`config.mk`:
```
export PLATFORM = sky130hd
export DESIGN_NAME = seg_scan_ctrl_flat
export DESIGN_NICKNAME = d
export VERILOG_FILES = /design/src/rtl/seg_scan_if.sv /design/src/rtl/seg_scan_ctrl.sv /design/src/flat_wrapper.sv
export SDC_FILE = /design/constraint.sdc
export NUM_CORES = 1
export LEC_CHECK = 0
export BUFFER_PORTS_ARGS = -buffer_cell sky130_fd_sc_hd__buf_2
export CAP_MARGIN = 20
export CORE_MARGIN = 2
export CORE_UTILIZATION = 55
export CTS_CLUSTER_SIZE = 25
export DETAILED_ROUTE_END_ITERATION = 6
export PLACE_DENSITY = 0.77
export REMOVE_ABC_BUFFERS = 1
export SLEW_MARGIN = 5
export SYNTH_ARGS = -nofsm -noshare
export SYNTH_HDL_FRONTEND = slang
export SYNTH_SLANG_ARGS = --single-unit
```
`constraint.sdc`:
```
create_clock -name clk -period 4.5 [get_ports clk]
set_input_delay 0.225 -clock clk [delete_from_list [all_inputs] [get_ports clk]]
set_output_delay 0.225 -clock clk [all_outputs]
set_load 0.01 [all_outputs]
```
`src/rtl/seg_scan_if.sv`:
```
// Bus between the 7-segment scan controller and its board side: control inputs,
// the shared decoder loop (bin out, seven back) and the registered display drive.
interface seg_scan_if #(
    parameter int N_DIGITS = 4
);
    logic                    en;
    logic                    load;
    logic [4*N_DIGITS-1:0]   value;
    logic [3:0]              bin;
    logic [6:0]              seven;
    logic [6:0]              seg;
    logic [N_DIGITS-1:0]     an;
    logic                    frame_done;

    modport master (output en, load, value, seven, input bin, seg, an, frame_done);
    modport slave  (input en, load, value, seven, output bin, seg, an, frame_done);
endinterface

```
`src/rtl/seg_scan_ctrl.sv`:
```
// Multiplexed common-anode 7-segment scanner with guard blanking and frame-aligned
// double-buffered updates. Define SEG_LEAD_ZERO_BLANK_EN to blank leading zero digits.
module seg_scan_ctrl #(
    parameter int N_DIGITS  = 4,
    parameter int SHOW_CYC  = 50000,
    parameter int GUARD_CYC = 500
) (
    input  logic       clk,
    input  logic       rst_n,
    seg_scan_if.slave  bus
);
    localparam int MAXC = (SHOW_CYC > GUARD_CYC) ? SHOW_CYC : GUARD_CYC;
    localparam int CW   = (MAXC > 1) ? $clog2(MAXC) : 1;
    localparam int DW   = (N_DIGITS > 1) ? $clog2(N_DIGITS) : 1;
    localparam int VW   = 4 * N_DIGITS;
    localparam logic [CW-1:0] SHOW_LAST  = CW'(SHOW_CYC - 1);
    localparam logic [CW-1:0] GUARD_LAST = CW'(GUARD_CYC - 1);
    localparam logic [DW-1:0] DIG_LAST   = DW'(N_DIGITS - 1);

    typedef enum logic [1:0] {IDLE, GUARD, SHOW} state_t;

    state_t              r_state, w_state_nxt;
    logic [CW-1:0]       r_cnt, w_cnt_nxt;
    logic [DW-1:0]       r_digit, w_digit_nxt;
    logic [VW-1:0]       r_disp, r_shadow;
    logic                r_pend;
    logic [N_DIGITS-1:0] r_an, w_an_nxt;
    logic [6:0]          r_seg, w_seg_nxt;
    logic                r_frame_done;
    logic                w_bnd, w_to_idle, w_blank;

    // bin follows the digit register, which already points at the next digit during GUARD
    assign bus.bin        = r_disp[{r_digit, 2'b00} +: 4];
    assign bus.seg        = r_seg;
    assign bus.an         = r_an;
    assign bus.frame_done = r_frame_done;
    assign w_to_idle      = (r_state != IDLE) && !bus.en;

`ifdef SEG_LEAD_ZERO_BLANK_EN
    assign w_blank = (r_digit != '0) && ((r_disp >> {r_digit, 2'b00}) == '0);
`else
    assign w_blank = 1'b0;
`endif

    always_comb begin
        w_state_nxt = r_state;
        w_cnt_nxt   = r_cnt;
        w_digit_nxt = r_digit;
        w_an_nxt    = '1;
        w_seg_nxt   = 7'h7F;
        w_bnd       = 1'b0;
        case (r_state)
            IDLE: begin
                if (bus.en) begin
                    w_state_nxt = GUARD;
                    w_cnt_nxt   = '0;
                    w_digit_nxt = '0;
                end
            end
            GUARD: begin
                if (r_cnt == GUARD_LAST) begin
                    w_state_nxt = SHOW;
                    w_cnt_nxt   = '0;
                end else begin
                    w_cnt_nxt = r_cnt + CW'(1);
                end
            end
            SHOW: begin
                if (r_cnt == SHOW_LAST) begin
                    w_state_nxt = GUARD;
                    w_cnt_nxt   = '0;
                    w_bnd       = (r_digit == DIG_LAST);
                    w_digit_nxt = (r_digit == DIG_LAST) ? '0 : r_digit + DW'(1);
                end else begin
                    w_cnt_nxt = r_cnt + CW'(1);
                end
            end
            default: w_state_nxt = IDLE;
        endcase
        if (!bus.en) begin
            w_state_nxt = IDLE;
            w_cnt_nxt   = '0;
            w_digit_nxt = '0;
            w_bnd       = 1'b0;
        end
        // digit is unchanged on entry to / within SHOW, so seven already matches it
        if (w_state_nxt == SHOW) begin
            w_an_nxt[w_digit_nxt] = 1'b0;
            w_seg_nxt             = w_blank ? 7'h7F : bus.seven;
        end
    end

    always_ff @(posedge clk or negedge rst_n) begin
        if (!rst_n) begin
            r_state      <= IDLE;
            r_cnt        <= '0;
            r_digit      <= '0;
            r_an         <= '1;
            r_seg        <= 7'h7F;
            r_frame_done <= 1'b0;
        end else begin
            r_state      <= w_state_nxt;
            r_cnt        <= w_cnt_nxt;
            r_digit      <= w_digit_nxt;
            r_an         <= w_an_nxt;
            r_seg        <= w_seg_nxt;
            // registered so the pulse coincides with the boundary cycle itself
            r_frame_done <= (w_state_nxt == SHOW) && (w_digit_nxt == DIG_LAST)
                            && (w_cnt_nxt == SHOW_LAST);
        end
    end

    always_ff @(posedge clk or negedge rst_n) begin
        if (!rst_n) begin
            r_disp   <= '0;
            r_shadow <= '0;
            r_pend   <= 1'b0;
        end else if (r_state == IDLE) begin
            if (bus.load) begin
                r_disp <= bus.value;
                r_pend <= 1'b0;
            end
        end else if (w_bnd || w_to_idle) begin
            if (bus.load) begin
                r_disp <= bus.value;
                r_pend <= 1'b0;
            end else if (r_pend) begin
                r_disp <= r_shadow;
                r_pend <= 1'b0;
            end
        end else if (bus.load) begin
            r_shadow <= bus.value;
            r_pend   <= 1'b1;
        end
    end
endmodule
```
`src/flat_wrapper.sv`:
```
// flat-port wrapper written by rule: the top's interface ports become plain ports
module seg_scan_ctrl_flat 
#(
    parameter int N_DIGITS  = 4,
    parameter int SHOW_CYC  = 50000,
    parameter int GUARD_CYC = 500
)
  (clk, rst_n, bus_en, bus_load, bus_value, bus_seven, bus_bin, bus_seg, bus_an, bus_frame_done);
  seg_scan_if #(.N_DIGITS(N_DIGITS)) bus_i ();
  input  logic clk;
  input  logic rst_n;
  input wire logic [$bits(bus_i.en)-1:0] bus_en;
  input wire logic [$bits(bus_i.load)-1:0] bus_load;
  input wire logic [$bits(bus_i.value)-1:0] bus_value;
  input wire logic [$bits(bus_i.seven)-1:0] bus_seven;
  output wire logic [$bits(bus_i.bin)-1:0] bus_bin;
  output wire logic [$bits(bus_i.seg)-1:0] bus_seg;
  output wire logic [$bits(bus_i.an)-1:0] bus_an;
  output wire logic [$bits(bus_i.frame_done)-1:0] bus_frame_done;
  assign bus_i.en = bus_en;
  assign bus_i.load = bus_load;
  assign bus_i.value = bus_value;
  assign bus_i.seven = bus_seven;
  assign bus_bin = bus_i.bin;
  assign bus_seg = bus_i.seg;
  assign bus_an = bus_i.an;
  assign bus_frame_done = bus_i.frame_done;
  seg_scan_ctrl #(.N_DIGITS(N_DIGITS), .SHOW_CYC(SHOW_CYC), .GUARD_CYC(GUARD_CYC)) u_core (.clk(clk), .rst_n(rst_n), .bus(bus_i));
endmodule
```
* Word level (Yosys, flattened, before mapping)
Index checks and enable logic that the tools add are counted.
Operators by class: eq/ne operators 10, reductions and logical operators 13, bitwise operators 3, magnitude comparators 2, multiplexer cells 28, $add $sub $neg 2, shifts and indexed selects 1
Operators by type and width (count):
- $mux W16 | 8
- $pmux W16 S3 | 1
- $eq A16 B16 Y1 const B | 2
- $add A16 B1 Y16 const B | 1
- $eq A16 B9 Y1 const B | 1
- $shiftx A16 B5 Y4 | 1
- $mux W2 | 6
- $eq A2 B2 Y1 const B | 4
- $mux W1 | 8
- $mux W7 | 1
- $pmux W2 S3 | 1
- $reduce_and A3 Y1 | 2
- $reduce_bool A2 Y1 | 3
- $logic_and A1 B1 Y1 | 4
- $mux W4 | 1
- $not A4 Y4 | 1
- $pmux W2 S2 | 1
- $lt A2 B3 Y1 const B | 1
- $ne A3 B2 Y1 const B | 1
- $add A2 B1 Y2 const B | 1
- $demux W1 S2 | 1
- $eq A2 B1 Y1 const B | 1
- $ge A2 B1 Y1 const B | 1
- $logic_not A2 Y1 | 1
- 5 further kinds | 6
Word-level totals: flip-flop bits (word level) 65, logic and storage cells 68

* Logic depth before layout (Yosys ltp)
word-level depth 11, gate-level depth with buffers 8, depth with buffers taken out 7

* Worst setup path after synthesis
Ideal clock, no wire load.
path kind flip-flop to flip-flop, start point register u_core.r_cnt[0], end point register u_core.r_frame_done, in the netlist u_core.bus.frame_done, arrival time 2.064 ns, path slack 2.315 ns, clock period less this slack 2.185 ns, setup time 0.120 ns, cell stages (with the launch flop) 8, cell sequence dfrtp_1 -> ha_1 -> nand2_1 -> or4_1 -> nor3_2 -> mux2i_1 -> and2b_1 -> and4_1
On the way: longest elaborated chain between the ends 7, elaborated cells on any way between the ends 19
Ends and longest elaborated chain:
- from (decl) | RTL line seg_scan_ctrl.sv:23 | logic [CW-1:0] r_cnt, w_cnt_nxt;
- from (signal assigned) | RTL line seg_scan_ctrl.sv:103 | r_cnt <= w_cnt_nxt;
- branches (longest 6 deep; another with $add A16 B1 Y16)
- $logic_and A1 B1 Y1 (*) | RTL line seg_scan_ctrl.sv:109 | && (w_cnt_nxt == SHOW_LAST);
- to (signal assigned) | RTL line seg_scan_ctrl.sv:108 | r_frame_done <= (w_state_nxt == SHOW) && (w_digit_nxt == DIG_LAST)
- to (decl) | RTL line seg_scan_ctrl.sv:29 | logic r_frame_done;
Mark *: on every way between the ends. A chain may end at the register's enable or synchronous reset.

* Worst setup path after layout
start point register u_core.r_cnt[0], end point register u_core.r_shadow[1]
On the way: longest elaborated chain between the ends 7
Ends and longest elaborated chain:
- $eq A16 B16 Y1 | RTL line seg_scan_ctrl.sv:69 | if (r_cnt == SHOW_LAST) begin
- $mux W1 | RTL line seg_scan_ctrl.sv:69
- $mux W1 | RTL line seg_scan_ctrl.sv:52 | case (r_state)
- $mux W1 | RTL line seg_scan_ctrl.sv:80 | if (!bus.en) begin
- $logic_or A1 B1 Y1 | RTL line seg_scan_ctrl.sv:123 | end else if (w_bnd || w_to_idle) begin
- $not A1 Y1 (no line)
- $reduce_and A3 Y1 (no line)
- to (signal assigned) | RTL line seg_scan_ctrl.sv:132 | r_shadow <= bus.value;
- to (decl) | RTL line seg_scan_ctrl.sv:25 | logic [VW-1:0] r_disp, r_shadow;
Every way passes these cells.

==> results.sh <==
export IMPL_path_depth=6
export IMPL_cts_inserted_buffers=9
export IMPL_critical_path_top_delay_family="simple AND/OR/NAND/NOR gates"
export IMPL_antenna_left=0
export IMPL_cap_violations=0
export IMPL_r2r_end="u_core.r_shadow[1]$_DFFE_PN0P_"
export IMPL_fmax_mhz=382
export IMPL_std_cell_rows=27
export IMPL_postCtsSetupRepairBufs=0
export IMPL_finalPower_mw=1.23
export IMPL_endpoint_kind="register"
export IMPL_grt_overflow=0
export IMPL_drt_iter0_drc=95
export IMPL_rsz0062_at_grt="false"
export IMPL_status="finished, final reports clean"
export IMPL_ys_async_sr_fraction_pct=100
export IMPL_r2r_cells=6
export IMPL_crit_buf_inv=0
export IMPL_synth_cell_type_count=53
export IMPL_finClkSkew_ns=0.00686
export IMPL_worstPathRequired_ns=4.72
export IMPL_worst_slew_pin_slew_ns=1.08
export IMPL_io_buffers=42
export IMPL_reg2reg_from="u_core.r_cnt[0]$_DFF_PN0_"
export IMPL_leakage_nw=1.56
export IMPL_criticalPathCategory="register to register"
export IMPL_drv_slew=0
export IMPL_drtPass1Iterations=4
export IMPL_synth_seq_area_share_pct=51.1
export IMPL_viasPerCell=5.54
export IMPL_cts_buffer_depth=2
export IMPL_io_pins=43
export IMPL_cp_start_kind="register"
export IMPL_ys_warn_count=0
export IMPL_hpwl_um=3810
export IMPL_crit_chain="ha_1 > and3b_1 > nand4_2 > nor3b_2 > nor3b_4 > mux2_2"
export IMPL_power_density_mw_per_mm2=342
export IMPL_cp_arrival_ns=2.84
export IMPL_synth_cells=277
export IMPL_cts_resized=0
export IMPL_relSlewSlack_pct=27.7
export IMPL_antenna_found_initial=0
export IMPL_coreArea_mm2=0.00557
export IMPL_final_hold_viol_count=0
export IMPL_ctsHoldBuffers=0
export IMPL_htreeDepth=3
export IMPL_drc=0
export IMPL_die_w_um=80.4
export IMPL_finalCritPeriodShare_pct=58.2
export IMPL_fin_area_mm2=0.00360
export IMPL_grt_pass1_wl_um=9920
export IMPL_max_stage_delay_ns=0.86
export IMPL_clock_root_buffer="clkbuf_8"
export IMPL_initial_core_util_pct=57.6
export IMPL_slowest_stage="nor3b_4"
export IMPL_die_height_um=80.4
export IMPL_r2r_slack_ns=1.88
export IMPL_synth_flop_cell="dfrtp_1"
export IMPL_syn_cell_area_mm2=0.00321
export IMPL_dr_total_vias=2171
export IMPL_finalSetupViolCount=0
export IMPL_wl_um=5800
export IMPL_layout_drive_gt1_share_pct=30.9
export IMPL_antenna_cells=0
export IMPL_fin_tns_setup_ns=0
export IMPL_synth_area_leaders="dfrtp_1 (42%), dfstp_2 (9.0%), mux2i_1 (5.6%)"
export IMPL_hold_class="input port to asynchronous set/reset pin"
export IMPL_nNetsFinal=345
export IMPL_area_growth_pct=12.2
export IMPL_dieArea_mm2=0.00646
export IMPL_critPathMaxFanout=16
export IMPL_wire_per_inst_um=14.8
export IMPL_cts_num_sinks=65
export IMPL_synth_edff_count=0
export IMPL_grt_use_total_pct=20.4
export IMPL_syn_area_per_cell_um2=11.6
export IMPL_cts_tree="built"
export IMPL_finalCriticalPeriod_ns=2.62
export IMPL_clkTransAtPathRegs_ns=0.07
export IMPL_synth_seq_cells=65
export IMPL_insertion_delay_ns=0.34
export IMPL_yosysTopAreaCellShare_pct=42.1
export IMPL_gp_congestion=0.846
export IMPL_vdd_ir_drop_worst_uv=167
export IMPL_yosysTopAreaCell="dfrtp_1"
export IMPL_ys_top_cells_by_count="dfrtp_1 (54), nor2_1 (39), a21oi_1 (21), mux2i_1 (18)"
export IMPL_grt_max_degree=66
export IMPL_grt_pass1_vias=2175
export IMPL_post_dp_cell_area_mm2=0.00344
export IMPL_synth_most_common_cell="dfrtp_1"
## state kept, by name (all words and copies together) (netlist names)
register and flops:
u_core.bus.an 4, u_core.r_state 2, u_core.bus.seg 7, u_core.r_pend 1
u_core.r_digit 2, u_core.r_disp 16, u_core.r_shadow 16, u_core.r_cnt 16
u_core.bus.frame_done 1
## metal layers
layer,GRT usage (%),share of wire (%),up-vias
met5,0,0,-
met4,10.0,1.6,0
met3,5.17,5.1,10
met2,30.8,45,51
met1,27.5,48,1061
li1,-,-,1049
## cell type report
cell class              instances  area, um^2
fillers                       433        1970
flip-flops and latches         65        1640
multi-input cells             193        1480
repair buffers                 43         218
clock buffers                  12         145
well taps                      72        90.1
clock inverters                 3        17.5
inverters                       4        15.0
## worst reg2reg max path: cells and delay by family, from the launching register on
| kind | cells | cell delay (ns) |
|---|---|---|
| simple gates | 4 | 1.33 |
| flops | 1 | 0.45 |
| mux | 1 | 0.43 |
| fa+ha+maj | 1 | 0.30 |
## worst max-delay path by stage
stage,start,to
after floorplan,u_core.r_cnt[0]$_DFF_PN0_,u_core.r_shadow[0]$_DFFE_PN0P_
after global placement,u_core.r_cnt[0]$_DFF_PN0_,u_core.r_shadow[15]$_DFFE_PN0P_
after detailed placement,u_core.r_cnt[0]$_DFF_PN0_,u_core.r_shadow[1]$_DFFE_PN0P_
after CTS,u_core.r_cnt[0]$_DFF_PN0_,u_core.r_shadow[1]$_DFFE_PN0P_
after global routing,u_core.r_cnt[0]$_DFF_PN0_,u_core.r_shadow[1]$_DFFE_PN0P_
final,u_core.r_cnt[0]$_DFF_PN0_,u_core.r_shadow[1]$_DFFE_PN0P_
## through the flow
step	setup WS [ns]	cells	utilization [%]	hold WS (ns)
2_1_floorplan	2.20	262	-	-0.0706
3_3_place_gp	1.97	377	61.7	0.414
3_5_place_dp	1.87	377	61.7	0.414
4_1_cts	1.85	392	64.6	0.0512
5_1_grt	1.66	392	64.6	0.0680
6_report	1.88	392	64.6	0.0405
## report_power, final
part	switching [mW]	total, mW	internal [mW]	leakage (nW)
registers	0.0309	0.669	0.638	0.789
logic	0.0643	0.142	0.0779	0.688
clock network	0.212	0.422	0.210	0.0822
total	0.307	1.23	0.926	1.56
## cells by family (layout without fill, tap and decap cells)
family / count (synthesis) / after routing / synth area share (%)
DFF: 65 / 65 / 51.1
buffers and inverters: 19 / 62 / 3.00
AOI/OAI and AO/OA: 34 / 34 / 6.47
xor gates and xnor gates: 17 / 17 / 4.64
and+or+nand+nor: 101 / 101 / 18.5
adders and majority gates: 2 / 2 / 0.779
muxes: 39 / 39 / 15.5
## layout by cell type, fill, tap and decap left out, types with 2 or more instances in the layout
cell / netlist / routed
mux4_2: 4 / 4
mux2_4: 10 / 10
clkbuf_1: 4 / 2
ha_1: 2 / 2
nand2b_1: 3 / 3
buf_2: 8 / 42
o21a_1: 3 / 3
nand4_1: 5 / 5
xnor2_1: 11 / 11
dfstp_2: 11 / 11
nand3_1: 10 / 10
nor2b_1: 2 / 2
xor2_1: 6 / 6
clkbuf_8: 0 / 10
o21ai_0: 3 / 3
dfrtp_1: 54 / 54
and4b_1: 2 / 2
nor4_1: 3 / 3
clkinv_2: 0 / 2
a21oi_1: 21 / 21
nor2_1: 39 / 39
o211ai_1: 2 / 2
or2b_1: 6 / 6
nand2_1: 8 / 8
nor3_1: 3 / 3
mux2i_1: 18 / 18
mux2_2: 7 / 7
inv_1: 4 / 4
No activity file was read; power rests on OpenSTA's default activity.
